**src/rtl/mod_sub64_pipe.sv**
```systemverilog
// Two-stage pipelined modular subtractor: (a - b) mod MOD_P with valid/ready flow control,
// a pass-through sideband tag, a borrow indication and a sticky out-of-range flag.
module mod_sub64_pipe #(
  parameter int unsigned           DATA_WIDTH = 64,
  parameter logic [DATA_WIDTH-1:0] MOD_P      = 64'hFFFFFFFF00000001,
  parameter int unsigned           TAG_WIDTH  = 8
) (
  input  logic                  clk,
  input  logic                  rst,
  input  logic                  in_valid,
  output logic                  in_ready,
  input  logic [DATA_WIDTH-1:0] a_in,
  input  logic [DATA_WIDTH-1:0] b_in,
  input  logic [TAG_WIDTH-1:0]  tag_in,
  output logic                  out_valid,
  input  logic                  out_ready,
  output logic [DATA_WIDTH-1:0] diff_out,
  output logic [TAG_WIDTH-1:0]  tag_out,
  output logic                  borrow_out,
  output logic                  range_err
);

  logic ce;

  // Stage 1 state: raw 65-bit difference (top bit is the borrow) and tag.
  logic                  s1_valid_q, s1_valid_d;
  logic [DATA_WIDTH:0]   d1_q, d1_d;
  logic [TAG_WIDTH-1:0]  tag1_q, tag1_d;

  // Stage 2 / output state.
  logic                  out_valid_q, out_valid_d;
  logic [DATA_WIDTH-1:0] diff_q, diff_d;
  logic [TAG_WIDTH-1:0]  tag_out_q, tag_out_d;
  logic                  borrow_q, borrow_d;
  logic                  range_err_q, range_err_d;

  logic [DATA_WIDTH:0]   sub_full;
  logic                  bor1;
  logic                  in_oor;

  // Both stages advance together; a held output freezes the whole pipe.
  assign ce       = ~out_valid_q | out_ready;
  assign in_ready = ce;

  always_comb begin
    sub_full = {1'b0, a_in} + ~{1'b0, b_in} + {{DATA_WIDTH{1'b0}}, 1'b1};
    bor1     = d1_q[DATA_WIDTH];
    in_oor   = (a_in >= MOD_P) | (b_in >= MOD_P);
  end

  always_comb begin
    s1_valid_d  = s1_valid_q;
    d1_d        = d1_q;
    tag1_d      = tag1_q;
    out_valid_d = out_valid_q;
    diff_d      = diff_q;
    tag_out_d   = tag_out_q;
    borrow_d    = borrow_q;
    range_err_d = range_err_q;

    if (ce) begin
      s1_valid_d  = in_valid;
      d1_d        = sub_full;
      tag1_d      = tag_in;
      out_valid_d = s1_valid_q;
      // Add-back wraps modulo 2^DATA_WIDTH; the carry-out is intentionally dropped.
      diff_d      = bor1 ? (d1_q[DATA_WIDTH-1:0] + MOD_P) : d1_q[DATA_WIDTH-1:0];
      tag_out_d   = tag1_q;
      borrow_d    = bor1;
    end

    if (in_valid && ce && in_oor) begin
      range_err_d = 1'b1;
    end
  end

  always_ff @(posedge clk) begin
    if (rst) begin
      s1_valid_q  <= 1'b0;
      d1_q        <= '0;
      tag1_q      <= '0;
      out_valid_q <= 1'b0;
      diff_q      <= '0;
      tag_out_q   <= '0;
      borrow_q    <= 1'b0;
      range_err_q <= 1'b0;
    end else begin
      s1_valid_q  <= s1_valid_d;
      d1_q        <= d1_d;
      tag1_q      <= tag1_d;
      out_valid_q <= out_valid_d;
      diff_q      <= diff_d;
      tag_out_q   <= tag_out_d;
      borrow_q    <= borrow_d;
      range_err_q <= range_err_d;
    end
  end

  assign out_valid  = out_valid_q;
  assign diff_out   = diff_q;
  assign tag_out    = tag_out_q;
  assign borrow_out = borrow_q;
  assign range_err  = range_err_q;

endmodule

```
**config.mk**
```make
export PLATFORM = sky130hd
export DESIGN_NAME = mod_sub64_pipe
export DESIGN_NICKNAME = d
export VERILOG_FILES = /design/src/rtl/mod_sub64_pipe.sv
export SDC_FILE = /design/constraint.sdc
export NUM_CORES = 1
export LEC_CHECK = 0
export BUFFER_PORTS_ARGS = -buffer_cell sky130_fd_sc_hd__buf_4
export CAP_MARGIN = 20
export CELL_PAD_IN_SITES_DETAIL_PLACEMENT = 0
export CELL_PAD_IN_SITES_GLOBAL_PLACEMENT = 1
export CORE_MARGIN = 2
export CORE_UTILIZATION = 37
export DETAILED_ROUTE_END_ITERATION = 6
export PLACE_DENSITY = 0.74
export REMOVE_ABC_BUFFERS = 1
export SETUP_SLACK_MARGIN = 0.4
export SYNTH_ARGS = -nofsm -noshare
export SYNTH_HDL_FRONTEND = slang
export SYNTH_SLANG_ARGS = --single-unit
export TNS_END_PERCENT = 1
```
**constraint.sdc**
```tcl
create_clock -name clk -period 2.6 [get_ports clk]
set_clock_uncertainty 0.05 [all_clocks]
set_input_delay 0.26 -clock clk [delete_from_list [all_inputs] [get_ports clk]]
set_output_delay 0.26 -clock clk [all_outputs]
set_load 0.01 [all_outputs]
```
==> impl_metrics.env, run 1 <==
export IMPL_ys_types=75
export IMPL_drtIter0Drc=827
export IMPL_dp_cells=2183
export IMPL_setup_ws_ns=0.0987
export IMPL_rsz0062_at_grt="yes"
export IMPL_worst_setup_path_start_kind="input port"
export IMPL_cts_made_buffers=17
export IMPL_die_y_um=173
export IMPL_io_buffers=215
export IMPL_power_leakage_nw=6.97
export IMPL_critical_path_class="in -> reg"
export IMPL_synthFlopType="dfxtp_1"
export IMPL_synthAdderAreaFrac=0.0786
export IMPL_initial_core_util=0.378
export IMPL_ys_async_sr_fraction=0
export IMPL_slew_headroom=0.528
export IMPL_synth_compound_area_share=0.235
export IMPL_dr_total_vias=11400
export IMPL_hold_depth=3
export IMPL_pre_cts_slack_ns=-0.529
export IMPL_synthXorXnorAreaFrac=0.0892
export IMPL_hold_start="tag_in[4]"
export IMPL_tightest_slew_ns=0.708
export IMPL_r2r_cells=8
export IMPL_cp_required_ns=2.86
export IMPL_hold_class="in -> reg"
export IMPL_final_cells=2227
export IMPL_timing_reg2reg_setup_slack_ns=0.12
export IMPL_synth_simple_area_share=0.256
export IMPL_ctsLongestPathBuffers=2
export IMPL_coreArea_mm2=0.0280
export IMPL_r2r_end="diff_out[59]"
export IMPL_syn_avg_cell_area_um2=7.42
export IMPL_routedWlPerCell_um=16.0
export IMPL_num_antenna_cells=0
export IMPL_critical_path_top_delay_family="compound AO/OA/AOI/OAI gates"
export IMPL_syn_to_final_growth_pct=45.0
export IMPL_tritoncts="yes"
export IMPL_status="complete, no violations"
export IMPL_dr_pass1_iters=5
export IMPL_synthCells=1428
export IMPL_ys_ff_latch=149
export IMPL_regToRegStartpoint="d1_q[39]"
export IMPL_syn_area_mm2=0.0106
export IMPL_slowest_delay_ns=0.37
export IMPL_ant_nets=0
export IMPL_grt_overflow_total=0
export IMPL_cts_clk_slew_worst_paths_ns=0.07
export IMPL_synth_top_family_by_area="simple AND/OR/NAND/NOR gates"
export IMPL_synth_edff_count=0
export IMPL_wirelength_um=35600
export IMPL_clk_latency_ns=0.42
export IMPL_critPathMaxFanout=4
export IMPL_cts_sinks=149
export IMPL_fin_crit_ns=2.50
export IMPL_synthMuxAreaShare=0.00283
export IMPL_setup_tns_final_ns=0
export IMPL_routed_via_density=5.12
export IMPL_ir_drop_uv=452
export IMPL_gp_congestion=0.906
export IMPL_final_common_cell="buf_4"
export IMPL_die_area_mm2=0.0300
export IMPL_drive_gt1_frac=0.319
export IMPL_io_pins=216
export IMPL_drc=0
export IMPL_crit_buf_inv=2
export IMPL_grt_use_total=0.232
export IMPL_antenna_found_initial=0
export IMPL_holdPathEnd="tag1_q[4]"
export IMPL_crit_chain="buf_8, ha_4, nor2b_4, o2111ai_4, a211o_1, a311o_1, a21oi_4, a2111oi_4, nor3_2, buf_6, a31oi_4, xnor2_2, o21ai_1"
export IMPL_nets=2042
export IMPL_period_share=0.962
export IMPL_p_per_area_mw_per_mm2=525
export IMPL_final_max_slew_viol_count=0
export IMPL_cp_arrival_ns=2.77
export IMPL_grt_pass1_vias=10900
export IMPL_finalHoldViolCount=0
export IMPL_htreeDepth=4
export IMPL_maxCapViolCount=0
export IMPL_grt_first_pass_wirelength_um=57400
export IMPL_cts_hold_buffers=0
export IMPL_cts_root_buffer="clkbuf_16"
export IMPL_place_hpwl_um=28700
export IMPL_die_w_um=173
export IMPL_num_rows=61
export IMPL_ys_seq_area_frac=0.281
export IMPL_grt_start_max_net_pins=127
export IMPL_critPathCaptureType="flop"
export IMPL_setup_viol=0
export IMPL_crit_slowest_cell="a311o_1"
export IMPL_final_cell_mix="buf_4 (451), nand2_1 (195), dfxtp_1 (148)"
export IMPL_yosysWarnings=0
export IMPL_clock_fmax_mhz=400
cells by family (layout without fill, tap and decap cells):
logic type      Yosys count  count (layout)
compound gates          383             383
buf+inv                 158             579
simple gates            561             561
fa+ha+maj                66              66
xor+xnor                108             108
flops                   149             149
mux                       3               3
through the flow:
stage	util	area [µm²]	power [mW]	hold slack (ns)
2_1_floorplan	-	10300	4.19	0.279
3_3_place_gp	0.507	14200	5.54	0.388
3_5_place_dp	0.507	14200	5.56	0.395
4_1_cts	0.539	15100	8.02	0.0256
5_1_grt	0.549	15400	8.53	0.0263
6_report	0.549	15400	8.07	0.0391
report_power, final:
group | leakage (nW) | switching (mW) | internal [mW]
Clock | 0.275 | 1.03 | 1.34
Sequential | 1.23 | 0.234 | 2.56
Combinational | 5.46 | 1.47 | 1.44
flip-flops by register name, summed over array words and instances (netlist names):
| register | cells |
|---|---|
| diff_out | 64 |
| tag_out | 8 |
| range_err | 1 |
| d1_q | 65 |
| s1_valid_q | 1 |
| tag1_q | 8 |
| out_valid | 1 |
| borrow_out | 1 |
routing by layer:
layer | share of wire | GRT usage | wire, µm
met5 | 0 | 0 | 0
met4 | 0.018 | 0.0632 | 631
met3 | 0.042 | 0.0211 | 1490
met2 | 0.41 | 0.339 | 14500
met1 | 0.53 | 0.360 | 19000
final cells by class:
cell class              count  area [µm²]
flip-flops and latches    149        2980
inverters                  87         337
well taps                 378         473
repair buffers            460        3510
clock buffers              18         429
fillers                  2767       12600
clock inverters            14         140
multi-input cells        1121        7500
Yosys cell counts (4+ instances only):
cell type | n | area [µm²]
nand2_1 | 196 | 736
dfxtp_1 | 149 | 2980
nor2_1 | 140 | 526
a21oi_1 | 129 | 646
inv_1 | 87 | 327
a211oi_1 | 69 | 518
ha_1 | 65 | 813
xnor2_1 | 61 | 534
clkbuf_1 | 59 | 221
xor2_1 | 47 | 412
nand4_1 | 45 | 282
o21ai_0 | 41 | 205
a21o_1 | 37 | 278
nor4_1 | 32 | 200
nor3_1 | 26 | 130
o21ai_1 | 23 | 115
nand3_1 | 22 | 110
or3_1 | 18 | 113
and3_1 | 14 | 87.6
o21bai_1 | 13 | 97.6
and2_1 | 10 | 62.6
nand2b_1 | 10 | 62.6
a31oi_1 | 9 | 56.3
nor2b_1 | 8 | 50.1
a311oi_1 | 7 | 61.3
buf_2 | 7 | 35.0
and4_1 | 6 | 52.6
nor3b_1 | 5 | 37.5
o211ai_1 | 5 | 37.5
o21a_1 | 5 | 37.5
or4_1 | 5 | 37.5
a21boi_1 | 4 | 30.0
a21oi_2 | 4 | 35.0
or2_2 | 4 | 25.0
worst max path at each step:
stage,start,end,cells past startpoint
final,a_in[1],d1_q[57],13
after global routing,b_in[6],d1_q[53],14
after CTS,b_in[16],d1_q[59],14
after detailed placement,a_in[0],d1_q[64],14
after global placement,a_in[0],d1_q[64],14
after floorplan,out_valid,d1_q[64],7
tightest hold or removal path: stages:
cell and delay (ns):
buf_4 0.11, nand2_1 0.04, a21oi_1 0.05
timing repair:
| item | CTS | global route |
|---|---|---|
| gates resized for setup | 49 | 42 |
| setup endpoints to repair | 75 | 88 |
| setup buffers | 7 | 5 |
| pin swaps | 43 | 28 |
Note: power is estimated with default switching activity, not from simulation.
==> inputs of run 2 (changes only) <==
- PLACE_DENSITY: 0.74 -> not set
- PLACE_DENSITY_LB_ADDON: not set -> 0.1
==> impl_metrics.env, run 2 (same netlist as run 1, synthesis figures left out) <==
export IMPL_status="complete, no violations"
export IMPL_die_area_mm2=0.0300
export IMPL_postPlaceCellArea_mm2=0.0143
export IMPL_tritoncts="yes"
export IMPL_die_w_um=173
export IMPL_largest_register="d1_q"
export IMPL_final_cells=2242
export IMPL_clock_fmax_mhz=399
export IMPL_grt_pass1_vias=11100
export IMPL_drtIter0Drc=837
export IMPL_maxCapViolCount=0
export IMPL_cts_made_buffers=17
export IMPL_die_y_um=173
export IMPL_p_per_area_mw_per_mm2=543
export IMPL_dr_pass1_iters=6
export IMPL_cp_arrival_ns=2.79
export IMPL_period_share=0.964
export IMPL_num_rows=61
export IMPL_largest_reg_flops=65
export IMPL_grt_use_total=0.235
export IMPL_grt_start_max_net_pins=103
export IMPL_gp_congestion=0.904
export IMPL_cts_root_buffer="clkbuf_16"
export IMPL_cts_sinks=149
export IMPL_cts_hold_buffers=0
export IMPL_pwr_share_clk=0.319
export IMPL_syn_to_final_growth_pct=45.2
export IMPL_ctsLongestPathBuffers=2
export IMPL_nets=2057
export IMPL_routedWlPerCell_um=16.1
export IMPL_critPathCaptureType="flop"
export IMPL_design_area_mm2=0.0154
export IMPL_combPwrFrac=0.349
export IMPL_grt_overflow_total=0
export IMPL_final_cell_mix="buf_4 (469), nand2_1 (196), dfxtp_1 (149)"
export IMPL_routed_via_density=5.10
export IMPL_grt_first_pass_wirelength_um=58100
export IMPL_io_buffers=215
export IMPL_finalHoldViolCount=0
export IMPL_antenna_found_initial=1
export IMPL_dp_cells=2200
export IMPL_critical_path_class="in -> reg"
export IMPL_power_leakage_nw=7.05
export IMPL_slew_headroom=0.371
export IMPL_rsz0062_at_grt="yes"
export IMPL_setup_tns_final_ns=0
export IMPL_worst_setup_path_start_kind="input port"
export IMPL_critPathMaxFanout=3
export IMPL_tightest_slew_ns=0.943
export IMPL_wirelength_um=36000
export IMPL_drive_gt1_frac=0.314
export IMPL_cts_clk_slew_worst_paths_ns=0.06
export IMPL_power_net_switching_mw=2.65
export IMPL_clk_latency_ns=0.42
export IMPL_p_sw_frac=0.317
export IMPL_ant_nets=0
export IMPL_final_max_slew_viol_count=0
export IMPL_initial_core_util=0.378
export IMPL_place_hpwl_um=29200
export IMPL_seq_power_share=0.332
export IMPL_final_common_cell="buf_4"
export IMPL_cp_required_ns=2.88
export IMPL_setup_viol=0
export IMPL_hold_class="in -> reg"
export IMPL_fin_crit_ns=2.51
export IMPL_intPower_mw=5.70
export IMPL_dr_total_vias=11400
export IMPL_drc=0
export IMPL_io_pins=216
export IMPL_coreArea_mm2=0.0280
export IMPL_ir_drop_uv=474
export IMPL_htreeDepth=4
-- run 2: changes by cell type in the layout (fill, tap and decap cells not counted), moves of 3 or more --
cell and change:
bufinv_16 +4, a211oi_2 +3, a211oi_1 -3, ha_1 +6
inv_6 -5, inv_1 +3, buf_4 +18, ha_4 -5
-- run 2: layout make-up --
type	instances	area, µm²
fillers	2827	12600
diodes	1	2.50
clock inverters	12	204
multi-input cells	1121	7360
inverters	87	334
well taps	378	473
clock buffers	19	433
flip-flops and latches	149	2980
repair buffers	475	3610
-- run 2: timing repair --
action | in CTS | in global routing
buffers inserted | 8 | 2
setup endpoints to repair | 82 | 88
resized for setup | 44 | 19
pin swaps | 30 | 22
-- run 2: through the flow --
step / hold slack, ns / setup WS [ns] / util / total power [mW]
6_report: 0.0475 / 0.0943 / 0.550 / 8.36
5_1_grt: 0.0351 / -0.0320 / 0.550 / 8.82
4_1_cts: 0.0357 / 0.115 / 0.545 / 8.36
3_5_place_dp: 0.395 / -0.591 / 0.511 / 5.60
3_3_place_gp: 0.389 / -0.491 / 0.511 / 5.59
2_1_floorplan: 0.279 / -4.77 / - / 4.19
-- run 2: worst max-delay path, cell delays in order --
cell and delay [ns]:
buf_4 0.09, inv_1 0.08, ha_4 0.29, and4_4 0.23
nand4_1 0.13, a211o_1 0.30, a311o_1 0.32, a21oi_4 0.25
a31oi_2 0.15, o21bai_1 0.20, xor2_1 0.24, nand2_1 0.08
a21oi_1 0.15
-- run 2: routing by layer --
layer	part of all wire	track usage	wire (µm)
met5	0	0	0
met4	0.011	0.0473	405
met3	0.042	0.0173	1510
met2	0.41	0.346	14600
met1	0.54	0.372	19500
-- run 2: path summary, 6_finish.rpt --
path	from	to	slack, ns	cells past startpoint
hold reg to reg	tag_out[4]	tag_out[4]	0.40	2
setup / recovery	b_in[6]	d1_q[45]	0.09	13
setup reg to reg	d1_q[24]	diff_out[58]	0.16	11
hold / removal	tag_in[7]	tag1_q[7]	0.05	3
-- run 2: power groups by stage --
stage	clock [mW]	sequential, mW	combinational (mW)
after CTS	2.72	2.77	2.87
final	2.66	2.78	2.92
after floorplan	0	2.86	1.33
after global placement	0	2.81	2.77
after detailed placement	0	2.82	2.78
after global routing	2.82	2.81	3.19
==> inputs of run 3 (changes only) <==
--- a/config.mk
+++ b/config.mk
@@ -12,4 +12,5 @@
 export CORE_MARGIN = 2
 export CORE_UTILIZATION = 37
+export CTS_CLUSTER_SIZE = 20
 export DETAILED_ROUTE_END_ITERATION = 6
 export PLACE_DENSITY_LB_ADDON = 0.1
@@ -19,3 +20,2 @@
 export SYNTH_HDL_FRONTEND = slang
 export SYNTH_SLANG_ARGS = --single-unit
-export TNS_END_PERCENT = 1
--- a/constraint.sdc
+++ b/constraint.sdc
@@ -3,3 +3,3 @@
 set_input_delay 0.26 -clock clk [delete_from_list [all_inputs] [get_ports clk]]
 set_output_delay 0.26 -clock clk [all_outputs]
-set_load 0.01 [all_outputs]
+set_load 0.005 [all_outputs]
==> impl_metrics.env, run 3 (same netlist as run 1, synthesis figures left out) <==
export IMPL_num_antenna_cells=0
export IMPL_clock_fmax_mhz=398
export IMPL_gp_congestion=0.904
export IMPL_final_cells=2288
export IMPL_rsz0062_at_grt="yes"
export IMPL_nets=2104
export IMPL_grt_overflow_total=0
export IMPL_regToRegStartpoint="d1_q[39]"
export IMPL_dr_total_vias=11900
export IMPL_grt_first_pass_wirelength_um=60200
export IMPL_tritoncts="yes"
export IMPL_slowest_delay_ns=0.36
export IMPL_place_hpwl_um=29200
export IMPL_wirelength_um=38300
export IMPL_routedWlPerCell_um=16.7
export IMPL_final_cell_mix="buf_4 (466), nand2_1 (183), dfxtp_1 (139)"
export IMPL_cp_arrival_ns=2.78
export IMPL_htreeDepth=4
export IMPL_drc=0
export IMPL_ant_nets=0
export IMPL_period_share=0.967
export IMPL_fillers=2549
export IMPL_setup_tns_final_ns=0
export IMPL_drive_gt1_frac=0.427
export IMPL_grt_pass1_vias=11500
export IMPL_tightest_slew_ns=0.939
export IMPL_postPlaceCellArea_mm2=0.0143
export IMPL_timing_reg2reg_setup_slack_ns=0.21
export IMPL_largest_reg_flops=65
export IMPL_cp_required_ns=2.87
export IMPL_clk_latency_ns=0.42
export IMPL_cts_hold_buffers=0
export IMPL_final_max_slew_viol_count=0
export IMPL_pre_cts_slack_ns=-0.591
export IMPL_worst_setup_path_start_kind="input port"
export IMPL_io_buffers=215
export IMPL_cpMostUsedCell="a21o_1"
export IMPL_final_common_cell="buf_4"
export IMPL_maxCapViolCount=0
export IMPL_setup_ws_ns=0.0857
export IMPL_final_core_util=0.618
export IMPL_power_leakage_nw=7.69
export IMPL_regArea_mm2=0.00300
export IMPL_r2r_cells=8
export IMPL_initial_core_util=0.378
export IMPL_crit_slowest_cell="or3_1"
export IMPL_finalHoldViolCount=0
export IMPL_syn_to_final_growth_pct=63.3
export IMPL_finalPower_mw=8.90
export IMPL_r2r_end="diff_out[51]"
export IMPL_crit_start="b_in[16]"
export IMPL_die_area_mm2=0.0300
export IMPL_cts_root_buffer="clkbuf_16"
export IMPL_cts_clk_slew_worst_paths_ns=0.06
export IMPL_hold_start="tag_in[7]"
export IMPL_coreArea_mm2=0.0280
export IMPL_routed_via_density=5.19
export IMPL_die_w_um=173
export IMPL_setup_viol=0
export IMPL_die_y_um=173
export IMPL_antenna_found_initial=0
export IMPL_ctsLongestPathBuffers=2
export IMPL_cts_made_buffers=17
export IMPL_io_pins=216
export IMPL_hold_class="in -> reg"
export IMPL_multi_input_area_mm2=0.00864
export IMPL_fin_crit_ns=2.51
export IMPL_critPathMaxFanout=3
export IMPL_ir_drop_uv=458
export IMPL_p_per_area_mw_per_mm2=514
export IMPL_dp_cells=2200
export IMPL_cts_sinks=149
export IMPL_fin_hold_ws_ns=0.0555
export IMPL_critPathCaptureType="flop"
export IMPL_critical_path_class="in -> reg"
export IMPL_grt_start_max_net_pins=103
export IMPL_largest_register="d1_q"
export IMPL_crit_path_end="d1_q[59]"
export IMPL_crit_chain="buf_8, inv_4, ha_4, a21o_1, a21o_1, a221oi_2, o221a_2, o41ai_4, buf_4, a21oi_4, o21ai_2, a21o_1, or3_1, a32o_1"
export IMPL_status="complete, no violations"
export IMPL_num_rows=61
export IMPL_dr_pass1_iters=6
export IMPL_drtIter0Drc=785
export IMPL_slew_headroom=0.374
export IMPL_grt_use_total=0.244
export IMPL_design_area_mm2=0.0173
[run 3: worst min-delay path by stage]
| stage | depth (start not counted) | endpoint |
|---|---|---|
| 3_5_place_dp | 2 | tag_out[4] |
| 5_1_grt | 3 | tag1_q[7] |
| 2_1_floorplan | 1 | borrow_out |
| 3_3_place_gp | 2 | tag_out[3] |
| 6_report | 3 | tag1_q[7] |
| 4_1_cts | 3 | tag1_q[7] |
[run 3: layout make-up]
class	instances	area share
multi-input combinational	1121	0.499
timing repair buffer	522	0.243
clock buffer	19	0.0250
clock inverter	12	0.0118
tap	378	0.0273
inverter	87	0.0213
sequential	149	0.173
[run 3: per-layer routing]
layer	routed length, µm	vias up	track usage
li1	-	6020	-
met1	20000	5518	0.372
met2	16200	307	0.369
met3	1610	27	0.0239
met4	455	0	0.0501
met5	0	-	0
[run 3: where the power goes]
part / internal, mW / total (mW) / switching, mW / leakage [nW]
logic: 1.76 / 3.43 / 1.68 / 6.15
registers: 2.56 / 2.80 / 0.239 / 1.24
clock network: 1.70 / 2.66 / 0.963 / 0.300
total: 6.02 / 8.90 / 2.88 / 7.69
[run 3: worst max-delay path: cells and delay by family]
family,cells,cell delay (ns)
adders and majority gates,1,0.20
buffers and inverters,3,0.31
AOI/OAI and AO/OA,9,1.65
and+or+nand+nor,1,0.36
[run 3: what timing repair did]
| action | in CTS | in global routing |
|---|---|---|
| endpoints found under the setup margin | 82 | 88 |
| setup buffers | 36 | 21 |
| gates resized for setup | 222 | 165 |
| hold endpoints to repair | 0 | 0 |
| pin swaps | 142 | 138 |
